### src/rtl/bw_pkg.sv
// Shared types and width helpers for the Baugh-Wooley multiplier and its
// downstream MAC accumulator.
package bw_pkg;

  // Accumulator FSM: collecting products, or holding a finished sum.
  typedef enum logic {ACC, HOLD} bw_acc_state_t;

  // Guard-bit-extended accumulator width: numTerms products of 2*numBit bits
  // each can be summed without overflow.
  function automatic int bw_acc_bits(input int numBit, input int numTerms);
    return 2 * numBit + $clog2(numTerms);
  endfunction

endpackage

### src/rtl/bw_mac_accumulator.sv
// MAC stage after the Baugh-Wooley multiplier. It sums numTerms signed products
// into a guard-bit-extended accumulator. Each finished sum is presented on a
// valid/ready output and held until the consumer accepts it. flush_in aborts
// the current sum.
module bw_mac_accumulator
  import bw_pkg::*;
#(
  parameter int numBit   = 16,
  parameter int numTerms = 8
) (
  input  logic                                       clk_in,
  input  logic                                       rst_in,
  input  logic                                       flush_in,
  input  logic signed [2*numBit-1:0]                 prod_in,
  input  logic                                       prod_valid_in,
  output logic                                       prod_ready_out,
  output logic signed [bw_acc_bits(numBit, numTerms)-1:0] res_out,
  output logic                                       res_valid_out,
  input  logic                                       res_ready_in,
  output logic [(($clog2(numTerms) > 0) ? $clog2(numTerms) : 1)-1:0] term_cnt_out
);

  localparam int accBits = bw_acc_bits(numBit, numTerms);
  localparam int cntBits = ($clog2(numTerms) > 0) ? $clog2(numTerms) : 1;
  localparam logic [cntBits-1:0] LAST_TERM = cntBits'(numTerms - 1);

  bw_acc_state_t             state, next_state;
  logic signed [accBits-1:0] acc;
  logic signed [accBits-1:0] prod_ext;
  logic signed [accBits-1:0] sum;
  logic                      xfer;
  logic                      last_term;

  // Product accepted: ready depends only on the state and on flush, never on prod_in.
  assign prod_ready_out = (state == ACC) && !flush_in;
  assign xfer           = prod_valid_in && prod_ready_out;
  assign last_term      = (term_cnt_out == LAST_TERM);

  // Sign-extend the product and form the running sum (wraps modulo 2^accBits).
  assign prod_ext = accBits'(prod_in);
  assign sum      = acc + prod_ext;

  // Next state: flush wins, otherwise finish a sum or release a held result.
  always_comb begin
    next_state = state;
    if (flush_in) begin
      next_state = ACC;
    end else begin
      case (state)
        ACC:     if (xfer && last_term) next_state = HOLD;
        HOLD:    if (res_ready_in)      next_state = ACC;
        default: next_state = ACC;
      endcase
    end
  end

  // State, accumulator, term counter and result register.
  always_ff @(posedge clk_in or posedge rst_in) begin
    if (rst_in) begin
      state         <= ACC;
      acc           <= '0;
      term_cnt_out  <= '0;
      res_out       <= '0;
      res_valid_out <= 1'b0;
    end else begin
      state <= next_state;
      if (flush_in) begin
        acc           <= '0;
        term_cnt_out  <= '0;
        res_valid_out <= 1'b0;
      end else if (state == HOLD) begin
        if (res_ready_in) res_valid_out <= 1'b0;
      end else if (xfer) begin
        if (last_term) begin
          res_out       <= sum;
          res_valid_out <= 1'b1;
          acc           <= '0;
          term_cnt_out  <= '0;
        end else begin
          acc          <= sum;
          term_cnt_out <= term_cnt_out + cntBits'(1);
        end
      end
    end
  end

endmodule

### config.mk
export PLATFORM = sky130hd
export DESIGN_NAME = bw_mac_accumulator
export DESIGN_NICKNAME = d
export VERILOG_FILES = /design/src/rtl/bw_pkg.sv /design/src/rtl/bw_mac_accumulator.sv
export SDC_FILE = /design/constraint.sdc
export NUM_CORES = 1
export LEC_CHECK = 0
export ABC_AREA = 1
export ABC_CLOCK_PERIOD_IN_PS = 5400
export CAP_MARGIN = 20
export CELL_PAD_IN_SITES_DETAIL_PLACEMENT = 0
export CELL_PAD_IN_SITES_GLOBAL_PLACEMENT = 1
export CORE_UTILIZATION = 42
export DETAILED_ROUTE_END_ITERATION = 6
export PLACE_DENSITY_LB_ADDON = 0.1
export SYNTH_ARGS = -nofsm -noshare
export SYNTH_HDL_FRONTEND = slang
export SYNTH_SLANG_ARGS = --single-unit
### constraint.sdc
create_clock -name clk_in -period 5.4 [get_ports clk_in]
set_input_delay 1.62 -clock clk_in [delete_from_list [all_inputs] [get_ports clk_in]]
set_output_delay 1.62 -clock clk_in [all_outputs]
set_load 0.01 [all_outputs]
* After elaboration in Yosys (flattened, before gate mapping)
Cells that the tools add are included.
Widths: inputs -> output; s select.
** Word-level totals
- Register bits after elaboration :: 75
- Input port bits :: 37
- Output and inout port bits :: 40
** Cells by class
- Add/subtract/negate cells :: 2
- Equal/unequal tests :: 3
- Mux-type cells :: 17
- Bitwise logic cells :: 2
- Reduce and logical (&&, ||, !) cells :: 10
** Operators by type and width (count)
- $mux 35 :: 4
- $add 35x32->35 :: 1
- $mux 3 :: 4
- $mux 1 :: 8
- $reduce_bool 3->1 :: 2
- $reduce_and 4->1 :: 1
- $add 3x1->3 const B :: 1
- $eq 3x3->1 const B :: 1
- $logic_and 1x1->1 :: 3
- $ne 3x3->1 const B :: 1
- $reduce_and 3->1 :: 1
- $ne 2x2->1 const B :: 1
- $not 1->1 :: 2
- $pmux 1 s2 :: 1
- $reduce_and 2->1 :: 1
- $reduce_bool 2->1 :: 1
- $logic_not 1->1 :: 1

* Logic depth before layout (Yosys ltp)
Gate-level depths: netlist (run 1).
- Depth in word-level cells :: 7
- Depth in mapped cells :: 14
- Mapped depth without buffers :: 14

* Worst setup path after synthesis (run 1)
No wires, ideal clock.
- Path kind :: in2out
- From :: in flush_in
- To :: out prod_ready_out
- Data arrival time :: 1.789 ns
- Data required time :: 3.780 ns
- Slack :: 1.991 ns
- Stages on the path :: 1
- Buffers on the path :: 0
- Path through :: nor2_1
** On the way
- Word-level cells in the longest chain between the ends :: 2
** RTL lines
- start: declaration :: line bw_mac_accumulator.sv:13 : input logic flush_in,
- $logic_not 1->1 :: line bw_mac_accumulator.sv:35 : assign prod_ready_out = (state == ACC) && !flush_in;
- $logic_and 1x1->1 :: line bw_mac_accumulator.sv:35
- end: declaration :: line bw_mac_accumulator.sv:16 : output logic prod_ready_out,
No other way between the ends.

* Final worst setup path (run 1)
Same ends and word-level chain as after synthesis.

==> impl_metrics.tcl, run 1 <==
set metrics [dict create \
    synth_area_per_cell_um2 6.93 \
    die_w_um 113 \
    design.final.nets 894 \
    holdWs_ns 0.476 \
    syn_area_mm2 0.00515 \
    cts_tree "built" \
    critPathTopFamily "buffers and inverters" \
    synth_warnings 0 \
    dp_hpwl_mm 11.4 \
    critical_path_class "in2out" \
    power.leakage_uw 0.00340 \
    max-cap-violations 0 \
    ir_drop_uv 226 \
    timing.final.crit_period_ns 4.43 \
    final-seq-area_mm2 0.00188 \
    setup.worst_path.end_class "output port" \
    worst_r2r_endpoint "res_out[32]" \
    antenna_found_initial 0 \
    syn_inst 743 \
    path_max_fanout 5 \
    mappedNetlistNets 817 \
    antenna-diode-count 0 \
    n_fill_cell 1220 \
    first_global_vias 4867 \
    route.detailed.drc 0 \
    fin_area_mm2 0.00639 \
    status "complete, no violations" \
    worst_setup_hold_path_clk_slew_ns 0.05 \
    vias_per_cell 5.04 \
    die_height_um 113 \
    postRouteWirelength_mm 14.9 \
    setup-tns-final_ns 0 \
    dieArea_mm2 0.0127 \
    max_transition_viols_final 0 \
    worstPathBufferInverterCount 2 \
    endpoint_worst_hold "res_out[21]" \
    layout_worst_path_cycle_share_pct 82.1 \
    placeableCoreArea_mm2 0.0120 \
    regToRegStartpoint "acc[0]" \
    numPortBuffers 76 \
    layout-area-overhead-vs-synth_pct 24.1 \
    synth_enable_flop_cells 0 \
    initial_detailed_routing_violation_count 234 \
    synth_ff_type "dfrtp_1" \
    layout_commonest_cell "nand2_1" \
    wl_per_cell_um 15.4 \
    worst_max_slew_pin_slew_ns 0.874 \
    floorplan.initialDensity_pct 43.1 \
    root_buffer "clkbuf_16" \
    hp-class "reg2reg" \
    timing.reg2reg.setup_slack_ns 3.14 \
    min_from "res_out[21]" \
    fin_worst_skew_ns 0.00808 \
    critical-path-slowest-cell "clkdlybuf4s50_1" \
    crit_path_cell_trace "clkdlybuf4s50_1, nor2_1, clkdlybuf4s50_1" \
    multi_input_area_mm2 0.00286 \
    rows 40 \
    pin_count_of_the_biggest_net_entering_global_routing 52 \
    post_synth_cell_types 30 \
    drive_above_1_share_pct 6.55 \
    cts-buffers-inserted 9 \
    antenna_violating_nets_post_route 0 \
    fin_util_pct 53.4 \
    startpoint_type "input port" \
    layout_setup_ws_ns 0.969 \
    cts.hold.buffers_added 0 \
    synth-seq-cells 75 \
    placed_cell_area_mm2 0.00607 \
    worst_ep_required_time_ns 3.78 \
    clock_insertion_delay_worst_skew_ns 0.34 \
    timing.final.hold_violations 0 \
    commonest_cells_after_routing_fill_and_taps_aside "nand2_1, inv_1, clkdlybuf4s50_1, dfrtp_1, nand3_1" \
    setup_violations 0 \
    post_cts.repair.setup_buffers 0 \
    async_flop_share_pct 100 \
    cts_resized 0 \
    dr_vias 4893 \
    worst_path_largest_cell_delay_ns 0.54 \
    cell_occurring_most_often_along_the_worst_timing_path "clkdlybuf4s50_1" \
    slew_headroom_pct 41.7 \
    htree_num_levels 3 \
    grt_usage_pct 25.5 \
    worst_hold_path.num_cells 2 \
    detailed_router_iteration_count_before_antenna_repair 5 \
    dp_worst_setup_slack_ns 0.975 \
    io_pins 77 \
    clock_path_buffers 2 \
    grt_first_pass_wirelength_mm 24.9 \
    global_route.overflow_total 0 \
    gpl.final_weighted_congestion 0.865 \
    powerDensity_mw_per_mm2 345 \
    fmax_mhz 226 \
    worstPathArrival_ns 2.81 \
    synth-seq-area-share_pct 36.4 \
    rr_worst_depth 12 \
    cts.sinks 75 \
    grt_setup_unrepaired "false" \
]
-- through the flow --
step	power [uW]	instances
6_report	2200	971
3_3_place_gp	1530	956
3_5_place_dp	1540	956
5_1_grt	2360	971
2_1_floorplan	1290	743
4_1_cts	2210	971
-- cell families (layout without fill, tap and decap cells) --
family | Yosys count | count (layout) | synth area share, %
simple gates | 410 | 410 | 33.4
buf+inv | 107 | 188 | 7.99
compound gates | 96 | 96 | 10.0
flops | 75 | 75 | 36.4
fa+ha+maj | 37 | 37 | 9.14
xor+xnor | 18 | 18 | 3.06
-- synth_stat cells, types with 2 or more instances --
cell type    n  area (um2)
nor3_1       4        20.0
buf_2        5        25.0
xnor2_1     16         140
o21ai_0     35         175
nor2_1      45         169
nand3_1     59         295
a21oi_1     36         180
o21bai_1     3        22.5
dfrtp_1     75        1880
xor2_1       2        17.5
o21ai_1     14        70.1
nand2_1    273        1020
nor2_2       6        37.5
inv_2        8        30.0
a22o_1       5        43.8
clkbuf_1     8        30.0
nand2_2     12        75.1
inv_1       85         319
ha_1        36         450
nor4_2       2        25.0
nand3_2      3        30.0
nand3b_1     3        22.5
-- where the power goes --
group          switching, uW  internal, uW  total [uW]
Combinational            562           304         866
Sequential              40.2           627         667
Clock                    243           427         670
Total                    845          1360        2200
-- sequential cells by signal, summed over array words and instances (netlist names) --
name           cells
state              1
term_cnt_out       3
res_out           35
res_valid_out      1
acc               35
-- cell type report --
class | count | share of cell area, %
Multi-Input combinational cell | 561 | 44.8
Inverter | 93 | 5.48
Clock inverter | 4 | 1.15
Clock buffer | 11 | 3.95
Timing Repair Buffer | 80 | 12.4
Sequential cell | 75 | 29.4
Tap cell | 147 | 2.88
-- worst max-delay path by stage --
stage | cells after the start | from | slack (ns) | endpoint
6_report | 3 | flush_in | 0.97 | prod_ready_out
5_1_grt | 3 | flush_in | 0.93 | prod_ready_out
4_1_cts | 3 | flush_in | 0.96 | prod_ready_out
3_5_place_dp | 3 | flush_in | 0.97 | prod_ready_out
3_3_place_gp | 3 | flush_in | 0.99 | prod_ready_out
2_1_floorplan | 1 | rst_in | 1.87 | acc[0]
-- tightest hold or removal path, delay by kind of cell (launching register included) --
kind | cells | cell delay [ns]
DFF | 1 | 0.34
and+or+nand+nor | 2 | 0.10
-- metal layers --
metal	vias to the layer above	track usage, %	share of wire, %
met5	-	0	0
met3	21	4.34	4.6
met2	109	38.4	42
met4	0	9.60	2.3
met1	2254	36.6	51
li1	2509	-	-
No activity file was read; power rests on OpenSTA's default activity.
==> run 2, diff against run 1 <==
--- a/config.mk
+++ b/config.mk
@@ -6,11 +6,11 @@
 export NUM_CORES = 1
 export LEC_CHECK = 0
 export ABC_AREA = 1
-export ABC_CLOCK_PERIOD_IN_PS = 5400
+export ABC_CLOCK_PERIOD_IN_PS = 3900
 export CAP_MARGIN = 20
 export CELL_PAD_IN_SITES_DETAIL_PLACEMENT = 0
 export CELL_PAD_IN_SITES_GLOBAL_PLACEMENT = 1
-export CORE_UTILIZATION = 42
+export CORE_UTILIZATION = 36
 export DETAILED_ROUTE_END_ITERATION = 6
 export PLACE_DENSITY_LB_ADDON = 0.1
 export SYNTH_ARGS = -nofsm -noshare
==> constraint.sdc (replaced) <==
create_clock -name clk_in -period 3.9 [get_ports clk_in]
set_input_delay 1.17 -clock clk_in [delete_from_list [all_inputs] [get_ports clk_in]]
set_output_delay 1.17 -clock clk_in [all_outputs]
set_load 0.01 [all_outputs]
==> impl_metrics.tcl, run 2 (synthesized netlist as in run 1, its figures left out) <==
set metrics [dict create \
    status "complete, no violations" \
    gpl.final_weighted_congestion 0.881 \
    worst_setup_hold_path_clk_slew_ns 0.05 \
    slew_headroom_pct 51.2 \
    setup.worst_path.end_class "output port" \
    startpoint_type "input port" \
    worst_hold_path.num_cells 2 \
    die_height_um 122 \
    worstPathArrival_ns 2.35 \
    cts-buffers-inserted 9 \
    design.final.nets 896 \
    power.leakage_uw 0.00338 \
    antenna_found_initial 0 \
    layout_worst_path_cycle_share_pct 90.2 \
    floorplan.initialDensity_pct 37.0 \
    timing.final.hold_violations 0 \
    rows 43 \
    grt_setup_unrepaired "false" \
    dr_vias 4884 \
    antenna_violating_nets_post_route 0 \
    root_buffer "clkbuf_16" \
    endpoint_worst_hold "res_out[2]" \
    route.detailed.drc 0 \
    reg_top3 "acc: 35 flops, res_out: 35 flops, term_cnt_out: 3 flops" \
    dp_hpwl_mm 11.3 \
    worst_ep_required_time_ns 2.73 \
    critical_path_class "in2out" \
    regToRegStartpoint "acc[0]" \
    post_cts.repair.setup_buffers 0 \
    numPortBuffers 76 \
    worst_r2r_endpoint "res_out[30]" \
    min_from "res_out[2]" \
    wl_met2_mm 5.98 \
    powerDensity_mw_per_mm2 455 \
    clock_path_buffers 2 \
    clock_insertion_delay_worst_skew_ns 0.35 \
    top_signal_layer_used "met4" \
    rr_worst_depth 12 \
    power_consumption_uw 2920 \
    timing.reg2reg.setup_slack_ns 1.71 \
    met3_length_um 779 \
    initial_detailed_routing_violation_count 246 \
    worst_max_slew_pin_slew_ns 0.731 \
    io_pins 77 \
    antenna-diode-count 0 \
    max-cap-violations 0 \
    wirelength_met1_mm 7.73 \
    vias_per_cell 4.85 \
    layout_setup_ws_ns 0.384 \
    cts_tree "built" \
    path_max_fanout 5 \
    max_transition_viols_final 0 \
    fin_worst_skew_ns 0.00768 \
    dieArea_mm2 0.0148 \
    detailed_router_iteration_count_before_antenna_repair 6 \
    cts.sinks 75 \
    layout_commonest_cell "nand2_1" \
    cts.hold.buffers_added 0 \
    hp-class "reg2reg" \
    global_route.overflow_total 0 \
    ir_drop_uv 211 \
    postRouteWirelength_mm 14.7 \
    cts_resized 0 \
    dp_worst_setup_slack_ns 0.392 \
    setup-tns-final_ns 0 \
    grt_usage_pct 21.4 \
    fmax_mhz 284 \
    setup_violations 0 \
    layout-area-overhead-vs-synth_pct 24.5 \
    grt_first_pass_wirelength_mm 24.0 \
    htree_num_levels 3 \
    first_global_vias 4702 \
    drive_above_1_share_pct 6.78 \
    commonest_cells_after_routing_fill_and_taps_aside "nand2_1, inv_1, clkdlybuf4s50_1, dfrtp_1, nand3_1" \
    die_w_um 122 \
    pin_count_of_the_biggest_net_entering_global_routing 40 \
    wl_per_cell_um 14.6 \
    placeableCoreArea_mm2 0.0139 \
    timing.final.crit_period_ns 3.52 \
]
-- run 2: cell types whose count changed in the layout (fill, tap and decap cells not counted) --
cell        previous run  this run
buf_12                 0         1
buf_4                  4         5
clkinvlp_4             0         1
clkinv_2               2         3
bufinv_16              2         0
-- run 2: per-layer routing --
layer	GRT usage (%)	up-vias
li1	-	2530
met1	31.6	2220
met2	31.0	121
met3	4.07	13
met4	7.41	0
met5	0	-
-- run 2: worst max-delay path by stage --
| stage | startpoint | endpoint | slack, ns | depth (start not counted) |
|---|---|---|---|---|
| floorplan | rst_in | acc[0] | 0.82 | 1 |
| global placement | flush_in | prod_ready_out | 0.39 | 3 |
| detailed placement | flush_in | prod_ready_out | 0.39 | 3 |
| CTS | flush_in | prod_ready_out | 0.38 | 3 |
| global route | flush_in | prod_ready_out | 0.29 | 3 |
| finish | flush_in | prod_ready_out | 0.38 | 3 |
-- run 2: layout make-up --
class | count | area (um2)
Clock buffer | 11 | 253
Multi-Input combinational cell | 561 | 2860
Inverter | 93 | 350
Clock inverter | 4 | 26.3
Tap cell | 180 | 225
Sequential cell | 75 | 1880
Fill cell | 1485 | 7520
Timing Repair Buffer | 82 | 818
-- run 2: power by group --
group | total [uW] | internal [uW] | leakage [uW] | switching [uW]
logic | 1200 | 422 | 0.00223 | 774
registers | 920 | 867 | 0.00102 | 52.8
clock network | 802 | 461 | 0.000137 | 341
-- run 2: critical path, stage by stage --
cell and delay, ns:
clkdlybuf4s50_1 0.50, nor2_1 0.14, clkdlybuf4s50_1 0.54
-- run 2: per-stage QoR --
step	hold slack (ns)	instance area [um2]	cells	util, %
floorplan	0.445	5150	743	-
global placement	0.461	6130	991	44.0
detailed placement	0.461	6130	991	44.0
CTS	0.479	6410	1006	46.0
global route	0.494	6410	1006	46.0
finish	0.473	6410	1006	46.0
==> run 3, diff against run 2 <==
--- a/config.mk
+++ b/config.mk
@@ -7,12 +7,12 @@
 export LEC_CHECK = 0
 export ABC_AREA = 1
 export ABC_CLOCK_PERIOD_IN_PS = 3900
-export CAP_MARGIN = 20
 export CELL_PAD_IN_SITES_DETAIL_PLACEMENT = 0
 export CELL_PAD_IN_SITES_GLOBAL_PLACEMENT = 1
 export CORE_UTILIZATION = 36
 export DETAILED_ROUTE_END_ITERATION = 6
 export PLACE_DENSITY_LB_ADDON = 0.1
+export SLEW_MARGIN = 20
 export SYNTH_ARGS = -nofsm -noshare
 export SYNTH_HDL_FRONTEND = slang
 export SYNTH_SLANG_ARGS = --single-unit
==> results of run 3 <==
Final layout, timing and power as in run 2 (identical DEF).
